**src/rtl/rv_alu1_bypass_pkg.sv**
```systemverilog
// Shared types for the ALU stage-1 bypass register (package rv_structs).
// Holds decode control enums, the operand-2 source selector and the
// per-channel forwarding record used by the bypass network.
package rv_structs;

  // Architectural x0: never forwarded, always read from the register file.
  localparam logic [4:0] RV_REG_ZERO = 5'd0;

  typedef enum logic [3:0] {
    ALU_ADD  = 4'd0,
    ALU_SUB  = 4'd1,
    ALU_SLL  = 4'd2,
    ALU_SLT  = 4'd3,
    ALU_SLTU = 4'd4,
    ALU_XOR  = 4'd5,
    ALU_SRL  = 4'd6,
    ALU_SRA  = 4'd7,
    ALU_OR   = 4'd8,
    ALU_AND  = 4'd9
  } alu_res_t;

  typedef enum logic [1:0] {
    RES_ALU = 2'd0,
    RES_MEM = 2'd1,
    RES_PC4 = 2'd2,
    RES_CSR = 2'd3
  } res_src_t;

  // Operand-2 source: i selects imm_i, j selects imm_j, neither selects rs2.
  typedef struct packed {
    logic i;
    logic j;
  } src_op2_t;

  // One bypass channel as seen by the operand resolvers.
  typedef struct packed {
    logic        valid;
    logic        busy;
    logic [4:0]  rd;
    logic [31:0] data;
  } fwd_ch_t;

endpackage

```
**src/rtl/rv_alu1_fwd_mux.sv**
```systemverilog
// Single-operand resolver: priority match over the bypass channels
// (lowest index wins), falls back to register-file data, and freezes the
// resolved value in a hold register while the instruction is stalled.
module rv_alu1_fwd_mux
  import rv_structs::*;
#(
  parameter int FWD_CH = 2
) (
  input  logic                   clk,
  input  logic                   rst_n,
  input  logic [4:0]             rs,
  input  logic [31:0]            reg_data,
  input  fwd_ch_t [FWD_CH-1:0]   fwd,
  input  logic                   valid,
  input  logic                   capture,
  input  logic                   transfer,
  input  logic                   flush,
  output logic [31:0]            value,
  output logic                   ready
);

  logic        match_hit;
  logic        match_busy;
  logic [31:0] match_data;
  logic        hold_flag;
  logic [31:0] hold_reg;

  // Priority match: walk from the highest index down so channel 0 wins last.
  always_comb begin
    match_hit  = 1'b0;
    match_busy = 1'b0;
    match_data = reg_data;
    for (int c = FWD_CH - 1; c >= 0; c--) begin
      if (rs != RV_REG_ZERO && fwd[c].rd == rs && (fwd[c].valid || fwd[c].busy)) begin
        match_hit  = 1'b1;
        match_busy = fwd[c].busy;
        match_data = fwd[c].data;
      end
    end
  end

  assign value = hold_flag ? hold_reg : match_data;
  assign ready = hold_flag | !(match_hit & match_busy);

  // Freeze a ready value while stalled; any new instruction or flush releases it.
  always_ff @(posedge clk or negedge rst_n) begin
    if (!rst_n) begin
      hold_flag <= 1'b0;
      hold_reg  <= '0;
    end else if (flush || capture || transfer) begin
      hold_flag <= 1'b0;
    end else if (valid && ready && !hold_flag) begin
      hold_flag <= 1'b1;
      hold_reg  <= value;
    end
  end

endmodule

```
**src/rtl/rv_alu1_bypass.sv**
```systemverilog
// ALU stage-1 register with valid/ready handshake, N-channel operand
// bypass, stall-safe operand holding and jump/branch target computation.
// Optional macro RV_ALU1_MRET_EN enables the mret return-address target.
module rv_alu1_bypass
  import rv_structs::*;
#(
  parameter int IADDR_SPACE_BITS = 32,
  parameter int FWD_CH           = 2
) (
  input  logic                        i_clk,
  input  logic                        i_reset_n,
  input  logic                        i_flush,
  input  logic                        i_valid,
  output logic                        o_ready,
  output logic                        o_valid,
  input  logic                        i_ready,
  input  logic [IADDR_SPACE_BITS-1:0] i_pc,
  input  logic [IADDR_SPACE_BITS-1:0] i_pc_next,
  input  logic [IADDR_SPACE_BITS-1:0] i_ret_addr,
  input  logic [4:0]                  i_rs1,
  input  logic [4:0]                  i_rs2,
  input  logic [4:0]                  i_rd,
  input  logic [31:0]                 i_imm_i,
  input  logic [31:0]                 i_imm_j,
  input  alu_res_t                    i_alu_res,
  input  logic [2:0]                  i_funct3,
  input  logic [4:0]                  i_alu_sub,
  input  res_src_t                    i_res_src,
  input  logic                        i_op1_src,
  input  src_op2_t                    i_op2_src,
  input  logic                        i_reg_write,
  input  logic                        i_inst_mret,
  input  logic                        i_inst_jalr,
  input  logic                        i_inst_jal,
  input  logic                        i_inst_branch,
  input  logic                        i_inst_store,
  input  logic                        i_to_trap,
  input  logic                        i_branch_pred,
  input  logic [31:0]                 i_reg1_data,
  input  logic [31:0]                 i_reg2_data,
  input  logic [FWD_CH-1:0]           i_fwd_valid,
  input  logic [FWD_CH-1:0]           i_fwd_busy,
  input  logic [5*FWD_CH-1:0]         i_fwd_rd,
  input  logic [32*FWD_CH-1:0]        i_fwd_data,
  output logic [31:0]                 o_op1,
  output logic [31:0]                 o_op2,
  output logic [31:0]                 o_reg_data1,
  output logic [31:0]                 o_reg_data2,
  output logic [IADDR_SPACE_BITS-1:0] o_pc,
  output logic [IADDR_SPACE_BITS-1:0] o_pc_next,
  output logic [IADDR_SPACE_BITS-1:0] o_pc_target,
  output logic [4:0]                  o_rs1,
  output logic [4:0]                  o_rs2,
  output logic [4:0]                  o_rd,
  output alu_res_t                    o_res,
  output logic [2:0]                  o_funct3,
  output logic [4:0]                  o_alu_sub,
  output res_src_t                    o_res_src,
  output logic                        o_store,
  output logic                        o_reg_write,
  output logic                        o_inst_branch,
  output logic                        o_inst_jal_jalr,
  output logic                        o_to_trap,
  output logic                        o_branch_pred,
  output logic                        o_hazard
);

  localparam int A = IADDR_SPACE_BITS;

  logic           valid_r;
  logic           capture;
  logic           transfer;
  logic           rdy1;
  logic           rdy2;
  logic [31:0]    res1;
  logic [31:0]    res2;
  fwd_ch_t [FWD_CH-1:0] fwd;

  logic [31:0]    imm_i_r;
  logic [31:0]    imm_j_r;
  logic           op1_src_r;
  src_op2_t       op2_src_r;
  logic           jalr_r;
  logic [A-1:0]   target_calc;

  // Unpack the flat channel buses into per-channel records.
  generate
    for (genvar gi = 0; gi < FWD_CH; gi++) begin : g_fwd
      assign fwd[gi] = '{valid: i_fwd_valid[gi],
                         busy:  i_fwd_busy[gi],
                         rd:    i_fwd_rd[5*gi +: 5],
                         data:  i_fwd_data[32*gi +: 32]};
    end
  endgenerate

  assign capture  = i_valid & o_ready;
  assign transfer = o_valid & i_ready;
  assign o_ready  = !valid_r | transfer;
  assign o_valid  = valid_r & rdy1 & rdy2;
  assign o_hazard = valid_r & !(rdy1 & rdy2);

  rv_alu1_fwd_mux #(.FWD_CH(FWD_CH)) u_fwd1 (
    .clk      (i_clk),
    .rst_n    (i_reset_n),
    .rs       (o_rs1),
    .reg_data (i_reg1_data),
    .fwd      (fwd),
    .valid    (valid_r),
    .capture  (capture),
    .transfer (transfer),
    .flush    (i_flush),
    .value    (res1),
    .ready    (rdy1)
  );

  rv_alu1_fwd_mux #(.FWD_CH(FWD_CH)) u_fwd2 (
    .clk      (i_clk),
    .rst_n    (i_reset_n),
    .rs       (o_rs2),
    .reg_data (i_reg2_data),
    .fwd      (fwd),
    .valid    (valid_r),
    .capture  (capture),
    .transfer (transfer),
    .flush    (i_flush),
    .value    (res2),
    .ready    (rdy2)
  );

  // Occupancy: flush drops the instruction, capture refills, transfer drains.
  always_ff @(posedge i_clk or negedge i_reset_n) begin
    if (!i_reset_n)      valid_r <= 1'b0;
    else if (i_flush)    valid_r <= 1'b0;
    else if (capture)    valid_r <= 1'b1;
    else if (transfer)   valid_r <= 1'b0;
  end

  // Instruction fields load only on an accepted, unflushed capture.
  always_ff @(posedge i_clk or negedge i_reset_n) begin
    if (!i_reset_n) begin
      o_pc            <= '0;
      o_pc_next       <= '0;
      o_rs1           <= '0;
      o_rs2           <= '0;
      o_rd            <= '0;
      imm_i_r         <= '0;
      imm_j_r         <= '0;
      o_res           <= ALU_ADD;
      o_funct3        <= '0;
      o_alu_sub       <= '0;
      o_res_src       <= RES_ALU;
      op1_src_r       <= 1'b0;
      op2_src_r       <= '0;
      o_reg_write     <= 1'b0;
      jalr_r          <= 1'b0;
      o_inst_jal_jalr <= 1'b0;
      o_inst_branch   <= 1'b0;
      o_store         <= 1'b0;
      o_to_trap       <= 1'b0;
      o_branch_pred   <= 1'b0;
    end else if (capture && !i_flush) begin
      o_pc            <= i_pc;
      o_pc_next       <= i_pc_next;
      o_rs1           <= i_rs1;
      o_rs2           <= i_rs2;
      o_rd            <= i_rd;
      imm_i_r         <= i_imm_i;
      imm_j_r         <= i_imm_j;
      o_res           <= i_alu_res;
      o_funct3        <= i_funct3;
      o_alu_sub       <= i_alu_sub;
      o_res_src       <= i_res_src;
      op1_src_r       <= i_op1_src;
      op2_src_r       <= i_op2_src;
      o_reg_write     <= i_reg_write;
      jalr_r          <= i_inst_jalr;
      o_inst_branch   <= i_inst_branch;
      o_store         <= i_inst_store;
      o_to_trap       <= i_to_trap;
      o_branch_pred   <= i_branch_pred;
`ifdef RV_ALU1_MRET_EN
      o_inst_jal_jalr <= i_inst_jal | i_inst_jalr | i_inst_mret;
`else
      o_inst_jal_jalr <= i_inst_jal | i_inst_jalr;
`endif
    end
  end

`ifdef RV_ALU1_MRET_EN
  logic         mret_r;
  logic [A-1:0] ret_addr_r;

  // Return-address path for mret, captured alongside the instruction.
  always_ff @(posedge i_clk or negedge i_reset_n) begin
    if (!i_reset_n) begin
      mret_r     <= 1'b0;
      ret_addr_r <= '0;
    end else if (capture && !i_flush) begin
      mret_r     <= i_inst_mret;
      ret_addr_r <= i_ret_addr;
    end
  end
`else
  logic unused_mret;
  assign unused_mret = i_inst_mret ^ (^i_ret_addr);
`endif

  // Target select: mret return address, jalr rs1+imm_i, else pc+imm_j (wraps).
  always_comb begin
    target_calc = o_pc + imm_j_r[A-1:0];
    if (jalr_r) target_calc = res1[A-1:0] + imm_i_r[A-1:0];
`ifdef RV_ALU1_MRET_EN
    if (mret_r) target_calc = ret_addr_r;
`endif
  end

  // Datapath outputs read as zero whenever the stage is empty.
  always_comb begin
    o_reg_data1 = '0;
    o_reg_data2 = '0;
    o_op1       = '0;
    o_op2       = '0;
    o_pc_target = '0;
    if (valid_r) begin
      o_reg_data1 = res1;
      o_reg_data2 = res2;
      o_op1       = op1_src_r ? 32'(o_pc) : res1;
      o_op2       = op2_src_r.i ? imm_i_r : (op2_src_r.j ? imm_j_r : res2);
      o_pc_target = target_calc;
    end
  end

endmodule
```
**config.mk**
```make
export PLATFORM = sky130hd
export DESIGN_NAME = rv_alu1_bypass
export DESIGN_NICKNAME = d
export VERILOG_FILES = /design/src/rtl/rv_alu1_bypass_pkg.sv /design/src/rtl/rv_alu1_fwd_mux.sv /design/src/rtl/rv_alu1_bypass.sv
export SDC_FILE = /design/constraint.sdc
export NUM_CORES = 1
export LEC_CHECK = 0
export ABC_CLOCK_PERIOD_IN_PS = 10570
export CORE_AREA = 2 2 239 241
export CTS_CLUSTER_SIZE = 40
export DETAILED_ROUTE_END_ITERATION = 10
export DIE_AREA = 0 0 241 243
export SYNTH_ARGS = -nofsm -noshare
export SYNTH_HDL_FRONTEND = slang
export SYNTH_SLANG_ARGS = --single-unit
export TNS_END_PERCENT = 10
```
**constraint.sdc**
```tcl
create_clock -name i_clk -period 10.57 [get_ports i_clk]
set_input_delay 1.057 -clock i_clk [delete_from_list [all_inputs] [get_ports i_clk]]
set_output_delay 1.057 -clock i_clk [all_outputs]
set_load 0.05 [all_outputs]
```
==> impl_metrics.sql, run 1 <==
INSERT INTO impl_metrics (metric_group, metric, value, unit) VALUES
('placed_design', 'post-place-ws', '2.13', 'ns'),
('die', 'io_pins', '609', ''),
('drt', 'number_of_vias_after_detailed_routing', '15128', ''),
('worst_hold_path', 'min-delay-path-class', 'register to register', ''),
('worst_setup_path', 'end_kind', 'output port', ''),
('synth', 'ys_async_sr_fraction', '1.00', ''),
('die', 'initial_utilization', '0.286', ''),
('clock_network', 'numClockSinks', '234', ''),
('status', 'outcome', 'complete, no violations', ''),
('synth', 'synth_top_area_cell', 'dfrtp_1', ''),
('placed_design', 'routabilityCongestion', '0.897', ''),
('sta', 'finalSetupViolCount', '0', ''),
('sta', 'grt_setup_unrepaired', 'no', ''),
('synth', 'yosys-top-cells-area', 'dfrtp_1 (37%), mux2_2 (14%), mux2i_1 (6.3%)', ''),
('synth', 'yosys.area.top_type_share', '0.366', ''),
('die', 'design.die.area', '58600', 'um2'),
('die', 'die_width', '241', 'um'),
('drt', 'drt_wl_total', '69400', 'um'),
('synth', 'synth_edf_count', '0', ''),
('die', 'placementRows', '87', ''),
('synth', 'synth_cells', '1697', ''),
('worst_setup_path', 'worst_ep_required_time', '9.51', 'ns'),
('sta', 'postLayoutSetupSlackWorst', '2.06', 'ns'),
('drt', 'drtIter0Drc', '759', ''),
('sta', 'slew_headroom', '0.253', ''),
('flow_run', 'drv.max_cap_violation_count', '0', ''),
('worst_setup_path', 'timing.critical_path.from', 'i_fwd_rd[5]', ''),
('clock_network', 'cts-buffers-inserted', '30', ''),
('clock_network', 'cts_resized', '0', ''),
('pwr', 'power_per_cell_area', '196', 'nW/um2'),
('synth', 'yosys_register_bits', '234', ''),
('sta', 'final_min_period_over_clock_period', '0.805', ''),
('clock_network', 'cts.clk_slew.worst_paths', '0.06', 'ns'),
('placed_design', 'numPortBuffers', '575', ''),
('worst_hold_path', 'hold_path_startpoint', 'u_fwd1.hold_reg[6]', ''),
('clock_network', 'postCtsSetupRepairBufs', '0', ''),
('sta', 'final.setup_skew', '0.0196', 'ns'),
('synth', 'syn-cell-area', '16000', 'um2'),
('drt', 'drt-wirelength-per-cell', '23.1', 'um'),
('drt', 'drt-vias-per-instance', '5.03', ''),
('die', 'dieHeight', '243', 'um'),
('synth', 'yosysSeqAreaShare', '0.366', ''),
('worst_setup_path', 'worst_ep_arrival_time', '7.45', 'ns'),
('drt', 'drc_errors', '0', ''),
('finish', 'synthToLayoutAreaGrowth', '47.4', '%'),
('global_route', 'aggregate_global_routing_overflow', '0', ''),
('drt', 'length_of_the_first_detailed_routing_pass_in_iterations', '7', ''),
('sta', 'fmax', '118', 'MHz'),
('global_route', 'grt_pass1_wl', '100000', 'um'),
('sta', 'worst_margin_slew', '1.12', 'ns'),
('worst_setup_path', 'critPathMaxFanout', '32', ''),
('synth', 'yosys.cell_count.top_type', 'dfrtp_1', ''),
('worst_setup_path', 'reg2reg_from', 'o_rs1[0]', ''),
('clock_network', 'worstSkewPairLatency', '0.59', 'ns'),
('drt', 'drtAntennaViolNets', '0', ''),
('clock_network', 'clk_path_buf_depth', '3', ''),
('synth', 'syn_nets', '2115', ''),
('sta', 'timing.final.crit_period', '8.51', 'ns'),
('sta', 'drv_slew', '0', ''),
('global_route', 'antenna_found_initial', '13', ''),
('worst_setup_path', 'worstSetupStartpointType', 'input port', ''),
('sta', 'hold_viol_final', '0', ''),
('global_route', 'grt_use_total', '0.229', ''),
('synth', 'avgSynthCellArea', '9.43', 'um2'),
('synth', 'number_of_warnings_reported_in_the_yosys_synthesis_log', '0', ''),
('pwr', 'max-vdd-ir-drop', '0.154', 'mV'),
('finish', 'fillCellCount', '5480', ''),
('clock_network', 'tritoncts_clock_tree', 'yes', ''),
('clock_network', 'cts.hold.buffers_added', '0', ''),
('synth', 'synth_commonest_cells', 'dfrtp_1 (234), mux2_2 (199), nand2_1 (182)', ''),
('finish', 'fraction_of_layout_cells_with_a_size_suffix_above_1', '0.130', ''),
('clock_network', 'ctsHtreeMaxLevel', '1', ''),
('sta', 'setup_tns', '0', 'ns'),
('global_route', 'pin_count_of_the_biggest_net_entering_global_routing', '162', ''),
('global_route', 'first_global_vias', '15361', ''),
('synth', 'yosys_most_used_dff', 'dfrtp_1', ''),
('finish', 'nets', '2641', ''),
('pwr', 'power.static_leakage', '0.00940', 'uW'),
('clock_network', 'cts_root_buffer', 'clkbuf_16', ''),
('placed_design', 'detail_placement_hpwl', '54400', 'um'),
('die', 'design.core.area', '56000', 'um2'),
('pwr', 'power.total', '4630', 'uW'),
('synth', 'yosys.cell_types.count', '67', ''),
('worst_setup_path', 'critical_path_class', 'input port to output port', '');
## layout by cell type (no fill, tap or decap), types with 4 or more instances in the layout
cell / netlist / layout
o21ai_1: 17 / 17
a21o_1: 20 / 20
xor2_1: 16 / 16
nor3_1: 24 / 22
o21ai_0: 103 / 103
nand3_1: 14 / 14
clkbuf_8: 0 / 7
clkbuf_16: 0 / 31
xnor2_1: 50 / 50
diode_2: 0 / 5
and2_1: 63 / 63
a211oi_1: 8 / 8
mux2_1: 29 / 29
o21bai_1: 8 / 8
a21oi_1: 129 / 129
o211ai_1: 39 / 39
bufinv_16: 0 / 6
nor2_1: 125 / 125
o21a_1: 13 / 13
nand2_1: 182 / 182
ha_1: 69 / 69
mux2i_1: 100 / 100
a21boi_0: 5 / 5
o22ai_1: 6 / 6
dfrtp_1: 234 / 229
a31oi_1: 6 / 6
nand2b_1: 35 / 35
clkinv_2: 0 / 6
clkdlybuf4s50_1: 0 / 574
clkbuf_1: 65 / 4
inv_1: 24 / 23
nand4_1: 8 / 8
nor2b_1: 7 / 7
buf_4: 0 / 18
mux2_2: 199 / 199
dfrtp_2: 0 / 5
## through the flow
step | std cells | hold slack, ns | utilization | cell area [um2]
2_1_floorplan | 1697 | 0.450 | - | 16000
3_3_place_gp | 2947 | 0.462 | 0.402 | 22500
3_5_place_dp | 2947 | 0.475 | 0.402 | 22500
4_1_cts | 3001 | 0.488 | 0.421 | 23600
5_1_grt | 3004 | 0.499 | 0.421 | 23600
6_report | 3006 | 0.484 | 0.422 | 23600
## logic make-up (layout without fill, tap and decap cells)
group                    count (synthesis)  count (layout)  share of synthesized area
AO/OA/AOI/OAI                          383             383                      0.143
XOR/XNOR                                66              66                     0.0361
adder cells (fa/ha/maj)                 71              71                     0.0565
buffers and inverters                  125             673                     0.0316
flip-flops                             234             234                      0.366
multiplexers                           328             328                      0.223
other                                    0               5                          0
AND/OR/NAND/NOR                        490             490                      0.144
## layout make-up
class                           count  area [um2]  share of cell area
Clock inverter                     12         214             0.00907
Tap cell                          756         946              0.0401
Multi-Input combinational cell   1338        9650               0.409
Clock buffer                       42         887              0.0376
Antenna cell                        5        12.5            0.000531
Sequential cell                   234        5860               0.249
Inverter                           25        95.1             0.00403
Timing Repair Buffer              594        5920               0.251
## worst paths after layout
check                                      to  slack (ns)  cells past startpoint
max in group asynchronous    u_fwd2.hold_flag        8.46                      2
min reg2reg                u_fwd1.hold_reg[6]        0.48                      2
max                           o_pc_target[27]        2.06                     20
min                        u_fwd1.hold_reg[6]        0.48                      2
min in group asynchronous          imm_j_r[9]        0.56                      1
max reg2reg                      op2_src_r[1]        5.97                     11
## layer usage
metal  global-route usage  up-vias  wire length [um]
met5                    0        -                60
met4               0.0659       10              2050
met3               0.0590      114              5190
met2                0.369      519             31400
met1                0.302     7366             30700
li1                     -     7119                 -
## report_power, final
group          switching (uW)  leakage, uW  internal, uW
registers                 183      0.00281          1090
logic                    1340      0.00604           872
clock network             426     0.000546           725
## worst max-delay path: stages
cell and delay [ns]:
clkdlybuf4s50_1 0.58, xnor2_1 0.14, nand2_1 0.13, nor3_2 0.16, buf_4 0.52, mux2i_1 0.28, o21ai_0 0.10, mux2i_1 0.54
inv_1 0.10, ha_1 0.38, a21oi_1 0.23, o32ai_1 0.12, a311oi_1 0.45, a21oi_1 0.23, o41ai_1 0.77, o21ai_0 0.31
a21oi_1 0.23, mux2i_1 0.21, nand2_1 0.08, clkdlybuf4s50_1 0.73
Note: power is estimated with default switching activity, not from simulation.
==> run 2: changes to the inputs <==
ABC_CLOCK_PERIOD_IN_PS = 7840   (was 10570)
CORE_AREA = 2 2 235 237   (was 2 2 239 241)
DIE_AREA = 0 0 237 239   (was 0 0 241 243)
clock period = 7.84 ns   (was 10.57 ns; I/O delays follow)
==> run 2 against run 1 <==
Net effect:
- worst hold slack worse by 0.29 ns
- final area about the same
- core utilization up 1.3 points
- sequential share of layout area about the same
- sequential power is 36% higher
- first-iteration DRC count grew 0.13%
- clock power rose by 32%
- critical endpoint unchanged
- largest power group unchanged
==> impl_metrics.sql, run 2 (same netlist as run 1, synthesis figures left out) <==
INSERT INTO impl_metrics (metric_group, metric, value, unit) VALUES
('worst_hold_path', 'min-delay-path-class', 'input port to async pin', ''),
('die', 'io_pins', '609', ''),
('sta', 'final.setup_skew', '0.0283', 'ns'),
('worst_setup_path', 'crit_path_cell_trace', 'or4_1 > nor2_2 > nor3_2 > buf_12 > mux2i_1 > o21ai_0 > mux2_2 > ha_1 > a21oi_1 > o21ai_0 > o21ai_0 > a21oi_1 > o41ai_1 > o21ai_0 > a21oi_1 > mux2i_1 > nand2_1 > buf_12', ''),
('finish', 'synthToLayoutAreaGrowth', '47.5', '%'),
('worst_setup_path', 'critPathMaxFanout', '32', ''),
('clock_network', 'postCtsSetupRepairBufs', '0', ''),
('worst_setup_path', 'worst_ep_arrival_time', '6.20', 'ns'),
('placed_design', 'routabilityCongestion', '0.916', ''),
('clock_network', 'cts_root_buffer', 'clkbuf_16', ''),
('clock_network', 'tritoncts_clock_tree', 'yes', ''),
('sta', 'grt_setup_unrepaired', 'no', ''),
('global_route', 'grt_pass1_wl', '99800', 'um'),
('finish', 'fillCellCount', '5274', ''),
('drt', 'drt-wirelength-per-cell', '23.2', 'um'),
('status', 'outcome', 'complete, no violations', ''),
('pwr', 'power.total', '6240', 'uW'),
('worst_setup_path', 'worst_ep_required_time', '7.06', 'ns'),
('clock_network', 'cts.clk_slew.worst_paths', '0.06', 'ns'),
('global_route', 'antenna_found_initial', '9', ''),
('die', 'placementRows', '86', ''),
('die', 'die_width', '237', 'um'),
('global_route', 'grt_use_total', '0.236', ''),
('placed_design', 'numPortBuffers', '575', ''),
('sta', 'worst_margin_slew', '1.10', 'ns'),
('die', 'design.core.area', '54300', 'um2'),
('clock_network', 'clk_path_buf_depth', '3', ''),
('clock_network', 'cts_resized', '0', ''),
('global_route', 'first_global_vias', '15161', ''),
('clock_network', 'numClockSinks', '234', ''),
('worst_setup_path', 'timing.critical_path.slowest_stage_cell', 'o41ai_1', ''),
('flow_run', 'drv.max_cap_violation_count', '0', ''),
('pwr', 'power_per_cell_area', '265', 'nW/um2'),
('sta', 'timing.final.crit_period', '6.98', 'ns'),
('finish', 'fraction_of_layout_cells_with_a_size_suffix_above_1', '0.138', ''),
('drt', 'drtAntennaViolNets', '0', ''),
('drt', 'length_of_the_first_detailed_routing_pass_in_iterations', '4', ''),
('sta', 'setup_tns', '0', 'ns'),
('clock_network', 'ctsHtreeMaxLevel', '1', ''),
('drt', 'drtIter0Drc', '760', ''),
('clock_network', 'worstSkewPairLatency', '0.60', 'ns'),
('global_route', 'aggregate_global_routing_overflow', '0', ''),
('pwr', 'power.static_leakage', '0.00945', 'uW'),
('drt', 'drt_wl_total', '68700', 'um'),
('worst_setup_path', 'timing.critical_path.mode_cell', 'o21ai_0', ''),
('worst_setup_path', 'critical_path_class', 'register to output port', ''),
('drt', 'drc_errors', '0', ''),
('worst_setup_path', 'slowest_delay', '0.71', 'ns'),
('sta', 'drv_slew', '0', ''),
('clock_network', 'cts.hold.buffers_added', '0', ''),
('die', 'design.die.area', '56600', 'um2'),
('sta', 'fmax', '143', 'MHz'),
('sta', 'hold_viol_final', '0', ''),
('drt', 'drt-vias-per-instance', '5.08', ''),
('pwr', 'max-vdd-ir-drop', '0.207', 'mV'),
('die', 'initial_utilization', '0.294', ''),
('clock_network', 'cts-buffers-inserted', '30', ''),
('worst_setup_path', 'end_kind', 'output port', ''),
('sta', 'slew_headroom', '0.265', ''),
('finish', 'nets', '2642', ''),
('die', 'dieHeight', '239', 'um'),
('worst_setup_path', 'worstSetupStartpointType', 'register', ''),
('placed_design', 'detail_placement_hpwl', '53700', 'um'),
('finish', 'final_cell_mix', 'clkdlybuf4s50_1 (557), dfrtp_1 (229), mux2_2 (199)', ''),
('drt', 'number_of_vias_after_detailed_routing', '15000', ''),
('finish', 'final_common_cell', 'clkdlybuf4s50_1', ''),
('global_route', 'pin_count_of_the_biggest_net_entering_global_routing', '164', ''),
('sta', 'final_min_period_over_clock_period', '0.891', ''),
('sta', 'finalSetupViolCount', '0', '');
==> run 2: cell types whose count changed in the layout (fill, tap and decap cells not counted), sizes merged <==
cell	change
clkinvlp	+1
clkdlybuf4s50	-17
buf	+18
diode	-1
inv	+3
clkbuf	-3
==> run 2: worst paths after layout <==
path	startpoint	end	slack, ns	depth (start not counted)
worst max-delay path	o_rs1[0]	o_pc_target[27]	0.86	18
worst min-delay path	i_reset_n	o_pc_next[1]	0.20	1
worst max register to register	o_rs2[1]	o_pc_next[22]	3.46	10
worst min register to register	u_fwd2.hold_reg[29]	u_fwd2.hold_reg[29]	0.48	2
max in group asynchronous	i_reset_n	imm_i_r[9]	6.11	2
min in group i_clk	u_fwd2.hold_reg[29]	u_fwd2.hold_reg[29]	0.48	2
==> run 2: final cells by class <==
cell class              instances  area (um2)  area share
repair buffers                595        6010       0.255
clock buffers                  39         835      0.0354
inverters                      25        93.8     0.00398
multi-input cells            1338        9650       0.409
clock inverters                16         251      0.0107
well taps                     704         881      0.0373
flip-flops and latches        234        5860       0.248
diodes                          4        10.0    0.000424
==> run 2: metrics by stage <==
step / setup slack, ns / hold slack (ns) / std cells / utilization / cell area, um2
global placement: 0.872 / 0.461 / 2896 / 0.414 / 22500
CTS: 0.779 / 0.252 / 2951 / 0.434 / 23600
global route: 0.347 / 0.281 / 2953 / 0.434 / 23600
detailed placement: 0.887 / 0.470 / 2896 / 0.414 / 22500
finish: 0.856 / 0.198 / 2955 / 0.434 / 23600
floorplan: 1.44 / 0.450 / 1697 / - / 16000
==> run 2: per-layer routing <==
metal,wire [um],global-route usage,up-vias
li1,-,-,7124
met1,30700,0.311,7273
met2,31400,0.386,498
met3,4880,0.0591,93
met4,1590,0.0575,12
met5,78,0,-
==> run 2: worst max-delay path, delay by kind of cell (launching register included) <==
| family | cells | cell delay, ns |
|---|---|---|
| buf+inv | 2 | 0.38 |
| mux | 3 | 0.73 |
| flops | 1 | 0.48 |
| fa+ha+maj | 1 | 0.29 |
| simple gates | 4 | 1.06 |
| compound gates | 8 | 2.62 |
==> run 2: power by group <==
part           internal [uW]  total, uW  switching [uW]
clock network            945       1520             577
logic                   1200       2990            1790
registers               1470       1730             262
